File: src/rtl/md_pkg.sv
// Shared types and constants for the iterative multiply/divide unit.
package md_pkg;

  localparam int MD_WIDTH = 32;
  localparam logic [31:0] DIV0_QUOT = 32'hFFFF_FFFF;

  typedef enum logic [2:0] {
    NOP   = 3'd0,
    MULT  = 3'd1,
    MULTU = 3'd2,
    DIV   = 3'd3,
    DIVU  = 3'd4,
    MTHI  = 3'd5,
    MTLO  = 3'd6
  } md_op_e;

  typedef enum logic [1:0] {
    IDLE = 2'd0,
    CALC = 2'd1,
    FIX  = 2'd2
  } md_state_e;

endpackage

File: src/rtl/mul_div_unit_core.sv
// Shared accumulator datapath: one shift-add multiply step or one
// restoring shift-subtract divide step per enabled cycle.
module md_iter_core #(
  parameter int WIDTH = 32
) (
  input  logic               clk,
  input  logic               rst_n,
  input  logic               load,
  input  logic               step,
  input  logic               is_div,
  input  logic [WIDTH-1:0]   a_in,
  input  logic [WIDTH-1:0]   b_in,
  output logic [2*WIDTH-1:0] res
);

  logic [2*WIDTH:0] acc;
  logic [2*WIDTH:0] acc_nx;
  logic [WIDTH-1:0] b_q;
  logic [WIDTH:0]   msum;
  logic [WIDTH:0]   rsh;
  logic [WIDTH:0]   diff;

  // Multiply: {carry, hi} += b when lsb set, then shift right.
  // Divide: {rem, quot} shifts left; subtract divisor when it fits.
  always_comb begin
    msum = acc[2*WIDTH:WIDTH];
    if (acc[0])
      msum = acc[2*WIDTH:WIDTH] + {1'b0, b_q};
    rsh  = {acc[2*WIDTH-1:WIDTH], acc[WIDTH-1]};
    diff = rsh - {1'b0, b_q};
    acc_nx = {1'b0, msum, acc[WIDTH-1:1]};
    if (is_div) begin
      if (diff[WIDTH])
        acc_nx = {rsh, acc[WIDTH-2:0], 1'b0};
      else
        acc_nx = {diff, acc[WIDTH-2:0], 1'b1};
    end
  end

  always_ff @(posedge clk or negedge rst_n) begin
    if (!rst_n) begin
      acc <= '0;
      b_q <= '0;
    end else if (load) begin
      acc <= {{(WIDTH+1){1'b0}}, a_in};
      b_q <= b_in;
    end else if (step) begin
      acc <= acc_nx;
    end
  end

  assign res = acc[2*WIDTH-1:0];

endmodule

File: src/rtl/mul_div_unit.sv
// EX-stage iterative mult/div unit owning the HI/LO registers.
module mul_div_unit
  import md_pkg::*;
#(
  parameter int WIDTH = MD_WIDTH,
  parameter int ITERS = 32
) (
  input  logic             clk,
  input  logic             rst_n,
  input  logic             start,
  input  logic [2:0]       md_op,
  input  logic [WIDTH-1:0] operand_a,
  input  logic [WIDTH-1:0] operand_b,
  input  logic             cancel,
  input  logic             mf_read,
  output logic [WIDTH-1:0] hi,
  output logic [WIDTH-1:0] lo,
  output logic             busy,
  output logic             done,
  output logic             md_stall
);

  localparam int CW = $clog2(ITERS) + 1;

  md_state_e state, state_nx;

  logic [CW-1:0]      cnt;
  logic               is_div, q_neg, r_neg, div0;
  logic [WIDTH-1:0]   a_raw;
  logic               go_md, go_sgn, go_div;
  logic               wr_hi, wr_lo;
  logic               last, step, fin;
  logic [WIDTH-1:0]   a_mag, b_mag;
  logic [2*WIDTH-1:0] res, prod;
  logic [WIDTH-1:0]   quo, rem;
  logic [WIDTH-1:0]   res_hi, res_lo;
  logic               issue;

  assign issue = start && !cancel && (state == IDLE);

  always_comb begin
    go_md  = 1'b0;
    go_sgn = 1'b0;
    go_div = 1'b0;
    wr_hi  = 1'b0;
    wr_lo  = 1'b0;
    if (issue) begin
      unique case (1'b1)
        md_op == MULT: begin
          go_md = 1'b1; go_sgn = 1'b1;
        end
        md_op == MULTU: go_md = 1'b1;
        md_op == DIV: begin
          go_md = 1'b1; go_sgn = 1'b1;
          go_div = 1'b1;
        end
        md_op == DIVU: begin
          go_md = 1'b1; go_div = 1'b1;
        end
        md_op == MTHI: wr_hi = 1'b1;
        md_op == MTLO: wr_lo = 1'b1;
        default: ;
      endcase
    end
  end

  always_comb begin
    a_mag = operand_a;
    b_mag = operand_b;
    if (go_sgn && operand_a[WIDTH-1])
      a_mag = -operand_a;
    if (go_sgn && operand_b[WIDTH-1])
      b_mag = -operand_b;
  end

  assign last = (cnt == CW'(ITERS - 1));
  assign step = (state == CALC) && !cancel;
  assign fin  = (state == FIX) && !cancel;

  always_ff @(posedge clk or negedge rst_n) begin
    if (!rst_n) state <= IDLE;
    else        state <= state_nx;
  end

  always_comb begin
    state_nx = state;
    unique case (state)
      IDLE: if (go_md) state_nx = CALC;
      CALC: begin
        if (cancel)    state_nx = IDLE;
        else if (last) state_nx = FIX;
      end
      FIX:     state_nx = IDLE;
      default: state_nx = IDLE;
    endcase
  end

  always_ff @(posedge clk or negedge rst_n) begin
    if (!rst_n) begin
      cnt    <= '0;
      is_div <= 1'b0;
      q_neg  <= 1'b0;
      r_neg  <= 1'b0;
      div0   <= 1'b0;
      a_raw  <= '0;
    end else if (go_md) begin
      cnt    <= '0;
      is_div <= go_div;
      q_neg  <= go_sgn &&
                (operand_a[WIDTH-1] ^ operand_b[WIDTH-1]);
      r_neg  <= go_sgn && operand_a[WIDTH-1];
      div0   <= go_div && (operand_b == '0);
      a_raw  <= operand_a;
    end else if (step) begin
      cnt <= cnt + CW'(1);
    end
  end

  md_iter_core #(
    .WIDTH (WIDTH)
  ) u_core (
    .clk    (clk),
    .rst_n  (rst_n),
    .load   (go_md),
    .step   (step),
    .is_div (is_div),
    .a_in   (a_mag),
    .b_in   (b_mag),
    .res    (res)
  );

  // Product and quotient share the result-sign flag; remainder
  // follows the dividend.
  always_comb begin
    prod   = q_neg ? -res : res;
    quo    = q_neg ? -res[WIDTH-1:0] : res[WIDTH-1:0];
    rem    = r_neg ? -res[2*WIDTH-1:WIDTH]
                   : res[2*WIDTH-1:WIDTH];
    res_hi = prod[2*WIDTH-1:WIDTH];
    res_lo = prod[WIDTH-1:0];
    if (is_div) begin
      if (div0) begin
        res_hi = a_raw;
        res_lo = WIDTH'(DIV0_QUOT);
      end else begin
        res_hi = rem;
        res_lo = quo;
      end
    end
  end

  always_ff @(posedge clk or negedge rst_n) begin
    if (!rst_n) begin
      hi   <= '0;
      lo   <= '0;
      done <= 1'b0;
    end else begin
      done <= fin;
      if (wr_hi) hi <= operand_a;
      if (wr_lo) lo <= operand_a;
      if (fin) begin
        hi <= res_hi;
        lo <= res_lo;
      end
    end
  end

  assign busy     = (state != IDLE);
  assign md_stall = busy && (start || mf_read);

endmodule

File: config.mk
export PLATFORM = sky130hd
export DESIGN_NAME = mul_div_unit
export DESIGN_NICKNAME = d
export VERILOG_FILES = /design/src/rtl/md_pkg.sv /design/src/rtl/mul_div_unit_core.sv /design/src/rtl/mul_div_unit.sv
export SDC_FILE = /design/constraint.sdc
export NUM_CORES = 1
export LEC_CHECK = 0
export BUFFER_PORTS_ARGS = -buffer_cell sky130_fd_sc_hd__buf_2
export CORE_MARGIN = 2
export CORE_UTILIZATION = 55
export DETAILED_ROUTE_END_ITERATION = 16
export PLACE_DENSITY = 0.88
export SLEW_MARGIN = 20
export SYNTH_ARGS = -nofsm -noshare
export SYNTH_HDL_FRONTEND = slang
export SYNTH_SLANG_ARGS = --single-unit
File: constraint.sdc
create_clock -name clk -period 4 [get_ports clk]
set_clock_uncertainty 0.2 [all_clocks]
set_input_delay 0.4 -clock clk [delete_from_list [all_inputs] [get_ports clk]]
set_output_delay 0.4 -clock clk [all_outputs]
set_load 0.02 [all_outputs]
======== Yosys cells after proc, flatten, opt, wreduce, memory -nomap -nowiden ========
Index checks and enable logic that the tools add are counted.
Widths: inputs -> output; s select.
word-level totals
  bits in registers ....................... 206
  bits of input ports ..................... 72
  output and inout port bits .............. 67
cells by class
  add/subtract/negate cells ............... 8
  equal/unequal tests ..................... 11
  mux-type cells .......................... 34
  bitwise logic cells ..................... 1
  reductions and logical operators ........ 21
operator list
  operator             count
  $mux 32              12
  $mux 65              4
  $neg 32->32          4
  $mux 64              1
  $neg 64->64          1
  $add 33x32->33       1
  $mux 33              1
  $sub 33x32->33       1
  $logic_not 32->1     1
  $mux 6               2
  $mux 1               10
  $eq 3x3->1 const B   3
  $logic_and 1x1->1    9
  $reduce_bool 2->1    4
  $add 6x1->6 const B  1
  $eq 3x2->1 const B   2
  $eq 6x5->1 const B   1
  $mux 2               3
  $pmux 2 s2           1
  $reduce_or 2->1      2
  $reduce_or 4->1      1
  $eq 3x1->1 const B   1
  $ne 3x3->1 const B   1
  $eq 2x1->1 const B   1
  other kinds (7)      7

======== Depth between registers and ports, before layout ========
Gate-level depths: netlist (run 1).
  depth in word-level cells ............... 7
  depth in mapped cells ................... 20
  gate-level depth less buffers ........... 19

======== Cells and area by module ========
Synthesis (run 1) repeated with hierarchy kept, for this count alone.
second synthesis, totals
  cell total of the unflattened synthesis .. 2307
  area total of the unflattened synthesis .. 18109.9 sq um
modules (own cells, without submodules)
  module        times used  cells an instance  area an instance (sq um)  seq. area each (sq um)
  mul_div_unit  1           1149               9116.2                    2727.6
  md_iter_core  1           1158               8993.6                    2427.3

======== Worst setup path before layout (run 1) ========
Ideal clock, no wire load.
  path kind ............................... reg2reg
  from .................................... register u_core.acc[32]
  to ...................................... register u_core.acc[36]
  library setup time ...................... 117 ps
  data arrival time ....................... 3878 ps
  slack ................................... -196 ps
  cell stages (with the launch flop) ...... 21
  clock period less this slack ............ 4196 ps
  cells stage by stage .................... dfrtp_1 clkbuf_1 inv_1 fa_1 nor2b_1 o2111ai_1 a31oi_1 a211oi_1 o31ai_1 a21oi_1 nor2_1 o21ai_0 nand2b_1 ha_1 clkbuf_1 clkbuf_1 buf_1 mux2i_1 nand2_1 nand3_1 nand2_1
between the ends
  cells in the longest elaborated chain, start to end .. 5
RTL lines
  element                                           line                                              source
  start: declaration                                mul_div_unit_core.sv:16                           logic [2*WIDTH:0] acc;
  start signal: assignment                          mul_div_unit_core.sv:45                           acc <= {{(WIDTH+1){1'b0}}, a_in};
  start signal: assignment                          mul_div_unit_core.sv:48                           acc <= acc_nx;
  $add 33x32->33 or $sub 33x32->33 (tied branches)  mul_div_unit_core.sv:28, mul_div_unit_core.sv:30
  $mux 33 or $mux 65 (tied branches)                mul_div_unit_core.sv:27, mul_div_unit_core.sv:33
  $mux 65 (*)                                       mul_div_unit_core.sv:32                           if (is_div) begin
  $mux 65 (*)                                       mul_div_unit_core.sv:47                           end else if (step) begin
  $mux 65 (*)                                       mul_div_unit_core.sv:44                           end else if (load) begin
Mark *: on every way between the ends. The rest lies on a longest branch, timed or not. The select of a mux whose other input is x is not followed.
A chain may end at the register's enable or synchronous reset.

======== Worst setup path in the final report (run 1) ========
  from .................................... register u_core.b_q[4]
  to ...................................... register u_core.acc[39]
between the ends
  cells in the longest elaborated chain, start to end .. 5
RTL lines
  element                                           line                                              source
  start: declaration                                mul_div_unit_core.sv:18                           logic [WIDTH-1:0] b_q;
  start signal: assignment                          mul_div_unit_core.sv:46                           b_q <= b_in;
  $add 33x32->33 or $sub 33x32->33 (tied branches)  mul_div_unit_core.sv:28, mul_div_unit_core.sv:30
  $mux 33 or $mux 65 (tied branches)                mul_div_unit_core.sv:27, mul_div_unit_core.sv:33
  $mux 65 (*)                                       mul_div_unit_core.sv:32
  $mux 65 (*)                                       mul_div_unit_core.sv:47
  $mux 65 (*)                                       mul_div_unit_core.sv:44
Marks and branches as above.

==> metrics.txt, run 1 <==
vias in the first global route 17400; DP Area 0.0184 mm^2; FF-to-FF Start u_core.b_q[4]$_DFFE_PN0P_; Max Cap Viol 0; Rel. slew slack 0.256; share of post-route cells with drive strength above 1 0.147; Mapped Nets 2296; Critical Path Source Type flop; initial antenna violation count 1; vias 18000; DR DRC count 0; worst-case reg-to-reg path depth 17; largest net degree at the start of global routing 115; final slew viol count 0; footprint of the multi-input gates 0.0109 mm^2; FFs w/ async S/R, synth 1.00; Port Buf Inserts 138; total track usage 0.368; number of gates on the worst path with buffers counted 17; Final Cell Area 0.0197 mm^2; GRT overflow 0; Worst VDD drop 0.458 mV; min Tclk post-route 3800 ps; Hold Crit Endpoint u_core.b_q[5]$_DFFE_PN0P_; Die H 179 um; die footprint 0.0321 mm^2; RR Endpoint u_core.acc[39]$_DFFE_PN0P_; Starting Density 0.555; power density cells 715 mW/mm^2; clock latency at the later pin of the worst-skew pair 560 ps; # IOs 139; Via density 6.59; H-tree levels 1; flip-flop and latch area 0.00516 mm^2; Seq/Total Area, Yosys 0.305; fin cells 2731; HP Class input pin to flop; Row Count 64; crit end category flop; worst setup path category flop to flop; Worst Tran Pin Value 1120 ps; Core Area 0.0304 mm^2; number of synthesized flops with an enable pin 0; clock-pin slew on the worst setup and hold paths 60 ps; final period utilization 0.950; post-DP HPWL 41500 um; Cell Area, Synth 0.0169 mm^2; CP arrival 4040 ps; worst path bufs/invs 2; CTS Sinks 206; CP startpoint u_core.b_q[4]$_DFFE_PN0P_; Total Routed Length 59900 um; Lkg Pwr 0.00891 uW; CTS Root Cell clkbuf_16; synth warn 0; 1st-pass router iterations 6; Hold Path Origin operand_b[5]; crit path cell chain inv_1 -> ha_1 -> a21o_1 -> a21oi_1 -> a31oi_2 -> a211oi_4 -> o31ai_2 -> a21oi_1 -> nor2_1 -> o21ai_0 -> nand2b_1 -> ha_4 -> buf_4 -> mux2_2 -> nand2_1 -> o21ai_0 -> a22o_1; Synth Register Bits 206; Worst EP required 4240 ps; fillers 2437; placed insts 2640; Wirelength per Cell 21.9 um; Synth-to-Final Area Change 16.7%; width of the die 179 um; ANT cells 0; TritonCTS clock tree yes; Clock Tree Buf Depth 3; WHS Path Cells 3; status finished, final reports clean; Post-Syn Area per Cell 7.85 um^2; Synth cell types 82; reg2reg setup slack 200 ps; worst-path maximum fanout 7; Post-synth top flop dfrtp_1; fin nets 2464; Final Hold Viols 0; number of buffers created by CTS 25; setup TNS 0 ps; largest stage delay on the critical path 420 ps; Iteration-0 DRC Markers 2272; CP max-delay cell a211oi_4; final setup fails 0; Post-DRT Antenna Nets 0; fin util 0.648; Cells after Synth 2152; first-pass GRT wire length 92900 um; gpl congestion 1.02; maximum clock frequency 0.263 GHz; delay-heaviest family, CP compound AO/OA/AOI/OAI gates
-- how the worst max path moves through the flow --
stage / end / slack, ps
floorplan: u_core.acc[57]$_DFFE_PN0P_ / 9
global placement: u_core.acc[35]$_DFFE_PN0P_ / -240
detailed placement: u_core.acc[37]$_DFFE_PN0P_ / -350
CTS: u_core.acc[37]$_DFFE_PN0P_ / 30
global route: u_core.acc[35]$_DFFE_PN0P_ / -0.7
finish: u_core.acc[39]$_DFFE_PN0P_ / 200
-- power by group --
group / internal (uW) / switching (uW) / leakage [uW]
Clock: 1290 / 965 / 0.000388
Combinational: 3470 / 5020 / 0.00593
Sequential: 2670 / 671 / 0.00260
-- synthesized netlist by cell type (33+ instances only) --
cell,instances,share of area
a21o_1,39,0.017
xnor2_1,75,0.039
nand3_1,50,0.015
ha_1,70,0.052
o21ai_0,233,0.069
dfrtp_1,206,0.31
nor2_1,126,0.028
a21oi_1,110,0.033
mux2i_1,55,0.033
nand2_1,373,0.083
o211ai_1,35,0.016
a32oi_1,33,0.017
o31ai_1,34,0.015
xor2_1,107,0.056
inv_1,67,0.015
clkbuf_1,140,0.031
-- sequential cells by signal, indices dropped and copies added, names as in the netlist --
signal / count
a_raw: 32
cnt: 6
div0: 1
done: 1
hi: 32
is_div: 1
lo: 32
q_neg: 1
r_neg: 1
state: 2
u_core.acc: 65
u_core.b_q: 32
-- cell usage in the layout, fill, tap and decap left out, drive strengths merged, types with 10 or more instances in the layout --
master       synthesis  routed
nand2              374     374
buf                 18     252
o21ai              237     237
dfrtp              206     206
nor2               126     126
a21oi              110     110
xor2               107     107
xnor2               75      75
ha                  70      70
inv                 67      68
mux2i               55      55
nand3               50      50
dlygate4sd3          0      46
a21o                39      39
clkbuf             140      38
o211ai              35      35
o31ai               35      35
a32oi               33      33
nor3                33      33
or3                 23      23
a211oi              22      22
a31oi               20      20
or4                 19      19
nand2b              18      18
a221oi              18      18
o21a                14      14
o41ai               14      14
and3                13      13
nor4                13      13
nor2b               13      13
a222oi              12      12
or2                 11      11
nand4               10      10
a22o                10      10
and2                10      10
-- worst register-to-register path, stage by stage (launching register included) --
cell and delay, ps:
dfrtp_1 360, inv_1 60, ha_1 290, a21o_1 190
a21oi_1 240, a31oi_2 160, a211oi_4 420, o31ai_2 110
a21oi_1 170, nor2_1 50, o21ai_0 140, nand2b_1 110
ha_4 320, buf_4 180, mux2_2 350, nand2_1 70
o21ai_0 80, a22o_1 200
-- cells by family after synthesis --
kind of cell	Yosys count	share of synthesized area
XOR/XNOR	182	0.0944
AO/OA/AOI/OAI	666	0.257
adder cells (fa/ha/maj)	72	0.0542
multiplexers	58	0.0346
flip-flops	206	0.305
buffers and inverters	227	0.0509
AND/OR/NAND/NOR	741	0.203
-- area by class of cell --
type | instances | share of cell area
flip-flops and latches | 206 | 0.262
clock inverters | 5 | 0.00229
well taps | 396 | 0.0251
inverters | 69 | 0.0131
repair buffers | 299 | 0.104
multi-input cells | 1719 | 0.555
clock buffers | 37 | 0.0381
-- metrics by stage --
step           setup WS, ps  total power [uW]  hold WS [ps]
2_1_floorplan          9.01              8750         -95.6
3_3_place_gp           -241             11100           251
3_5_place_dp           -346             11300           263
4_1_cts                27.0             13700          1.02
5_1_grt              -0.718             15000          6.29
6_report                201             14100          6.78
-- layer usage --
metal	vias to the layer above	wire, um	track usage
met2	1182	26100	0.569
li1	8062	-	-
met3	259	6940	0.0912
met5	-	67	0.0128
met1	8477	22600	0.461
met4	4	4160	0.222
-- repair_timing --
item / in CTS / in global routing
resized for setup: 3 / 6
pin swaps: 1 / 4
setup buffers: 0 / 3
endpoints found under the setup margin: 32 / 27
hold buffers: 46 / 0
hold endpoints to repair: 164 / 0
(Power assumes the default switching activity.)
==> run 2, diff against run 1 <==
--- a/config.mk
+++ b/config.mk
@@ -7,9 +7,9 @@
 export LEC_CHECK = 0
 export BUFFER_PORTS_ARGS = -buffer_cell sky130_fd_sc_hd__buf_2
 export CORE_MARGIN = 2
-export CORE_UTILIZATION = 55
+export CORE_UTILIZATION = 45
 export DETAILED_ROUTE_END_ITERATION = 16
-export PLACE_DENSITY = 0.88
+export PLACE_DENSITY = 0.76
 export SLEW_MARGIN = 20
 export SYNTH_ARGS = -nofsm -noshare
 export SYNTH_HDL_FRONTEND = slang
==> metrics.txt, run 2 (same netlist as run 1, synthesis figures left out) <==
status finished, final reports clean; CTS Root Cell clkbuf_16; CP max-delay cell fa_2; Worst Tran Pin Value 1110 ps; initial antenna violation count 1; Starting Density 0.459; fin nets 2458; DR DRC count 0; largest net degree at the start of global routing 88; commonest non-fill, non-tap cell in the layout nand2_1; 1st-pass router iterations 6; clock latency at the later pin of the worst-skew pair 560 ps; HP Class input pin to flop; Clock Tree Buf Depth 3; TritonCTS clock tree yes; maximum clock frequency 0.264 GHz; CTS Sinks 206; die footprint 0.0391 mm^2; largest stage delay on the critical path 350 ps; Max Cap Viol 0; Via density 6.26; Lkg Pwr 0.00895 uW; worst path bufs/invs 4; Total Routed Length 59400 um; Final Cell Area 0.0200 mm^2; CP dominant cell by count buf_4; Reg with most FFs u_core.acc; vias in the first global route 16900; post-DP HPWL 42400 um; worst-path maximum fanout 6; DP Area 0.0184 mm^2; GRT overflow 0; final period utilization 0.946; final setup fails 0; crit path cell chain inv_1 -> ha_1 -> fa_2 -> nor2b_2 -> o2111ai_2 -> a31oi_4 -> a211oi_2 -> buf_4 -> o31ai_4 -> a21oi_1 -> nor2_1 -> o21ai_1 -> nand2b_1 -> ha_4 -> buf_4 -> buf_4 -> nand2_1 -> mux2i_1 -> o311a_1; Row Count 70; met2 Use GR 0.463; width of the die 198 um; placed insts 2699; Post-DRT Antenna Nets 0; share of post-route cells with drive strength above 1 0.147; worst setup path category flop to flop; dpl ws -66.7 ps; Synth-to-Final Area Change 18.2%; gpl congestion 0.997; final slew viol count 0; first-pass GRT wire length 92700 um; Final WS setup 216 ps; CP arrival 4030 ps; crit end category flop; min Tclk post-route 3780 ps; Critical Path Source Type flop; power density cells 718 mW/mm^2; fin cells 2804; setup TNS 0 ps; Rel. slew slack 0.263; most frequent cells in the layout 371 x nand2_1, 230 x o21ai_0, 203 x dfrtp_1, 137 x buf_2, 126 x nor2_1; Port Buf Inserts 138; vias 17600; total track usage 0.299; met1 Use GR 0.404; # IOs 139; Die H 198 um; delay-heaviest family, CP compound AO/OA/AOI/OAI gates; Worst VDD drop 0.379 mV; Worst EP required 4250 ps; Core Area 0.0368 mm^2; number of buffers created by CTS 27; H-tree levels 1; GRT Max-Usage Layer met2; Largest register FFs 65; Final Hold Viols 0; clock-pin slew on the worst setup and hold paths 60 ps; met3 usage 0.0455; Iteration-0 DRC Markers 1886; fin util 0.543; Wirelength per Cell 21.2 um
## run 2: worst paths after layout
kind | from | endpoint | slack (ps) | depth (start not counted)
setup / recovery | u_core.acc[31]$_DFFE_PN0P_ | u_core.acc[59]$_DFFE_PN0P_ | 220 | 19
hold / removal | operand_b[4] | u_core.b_q[4]$_DFFE_PN0P_ | 4 | 3
setup reg to reg | u_core.acc[31]$_DFFE_PN0P_ | u_core.acc[59]$_DFFE_PN0P_ | 220 | 19
hold reg to reg | a_raw[19]$_DFFE_PN0P_ | a_raw[19]$_DFFE_PN0P_ | 270 | 2
max in group asynchronous | rst_n | div0$_DFFE_PN0P_ | 2430 | 3
min in group asynchronous | rst_n | hi[17]$_DFFE_PN0P_ | 240 | 2
## run 2: final cells by class
class,count,area (um^2)
inverters,69,259
clock buffers,44,890
multi-input cells,1719,11000
flip-flops and latches,206,5160
diodes,2,5.00
fillers,3330,16800
clock inverters,5,56.3
well taps,468,586
repair buffers,291,2020
## run 2: what timing repair did
action                     CTS  global route
resized for setup            4            14
hold endpoints to repair   130             0
buffers inserted             0             1
pin swaps                    1             5
cloned                       0             0
setup endpoints to repair   19            32
hold buffers                53             0
## run 2: worst min-delay path, stage by stage
cell and delay (ps):
buf_2 100, xnor2_1 130, o21ai_0 80
## run 2: power breakdown
group | leakage (uW) | internal [uW] | switching, uW
Sequential | 0.00260 | 2670 | 656
Combinational | 0.00589 | 3480 | 4960
Clock | 0.000470 | 1570 | 986
## run 2: stage by stage
step	power [uW]	hold WS, ps
3_5_place_dp	11300	263
4_1_cts	14000	0.915
3_3_place_gp	11200	251
5_1_grt	15300	11.9
6_report	14300	3.69
2_1_floorplan	8750	-95.6
## run 2: per-layer routing
metal | vias to the layer above | part of all wire
met5 | - | 0
met4 | 0 | 0.054
met3 | 174 | 0.098
met2 | 928 | 0.44
met1 | 8367 | 0.41
li1 | 8084 | -
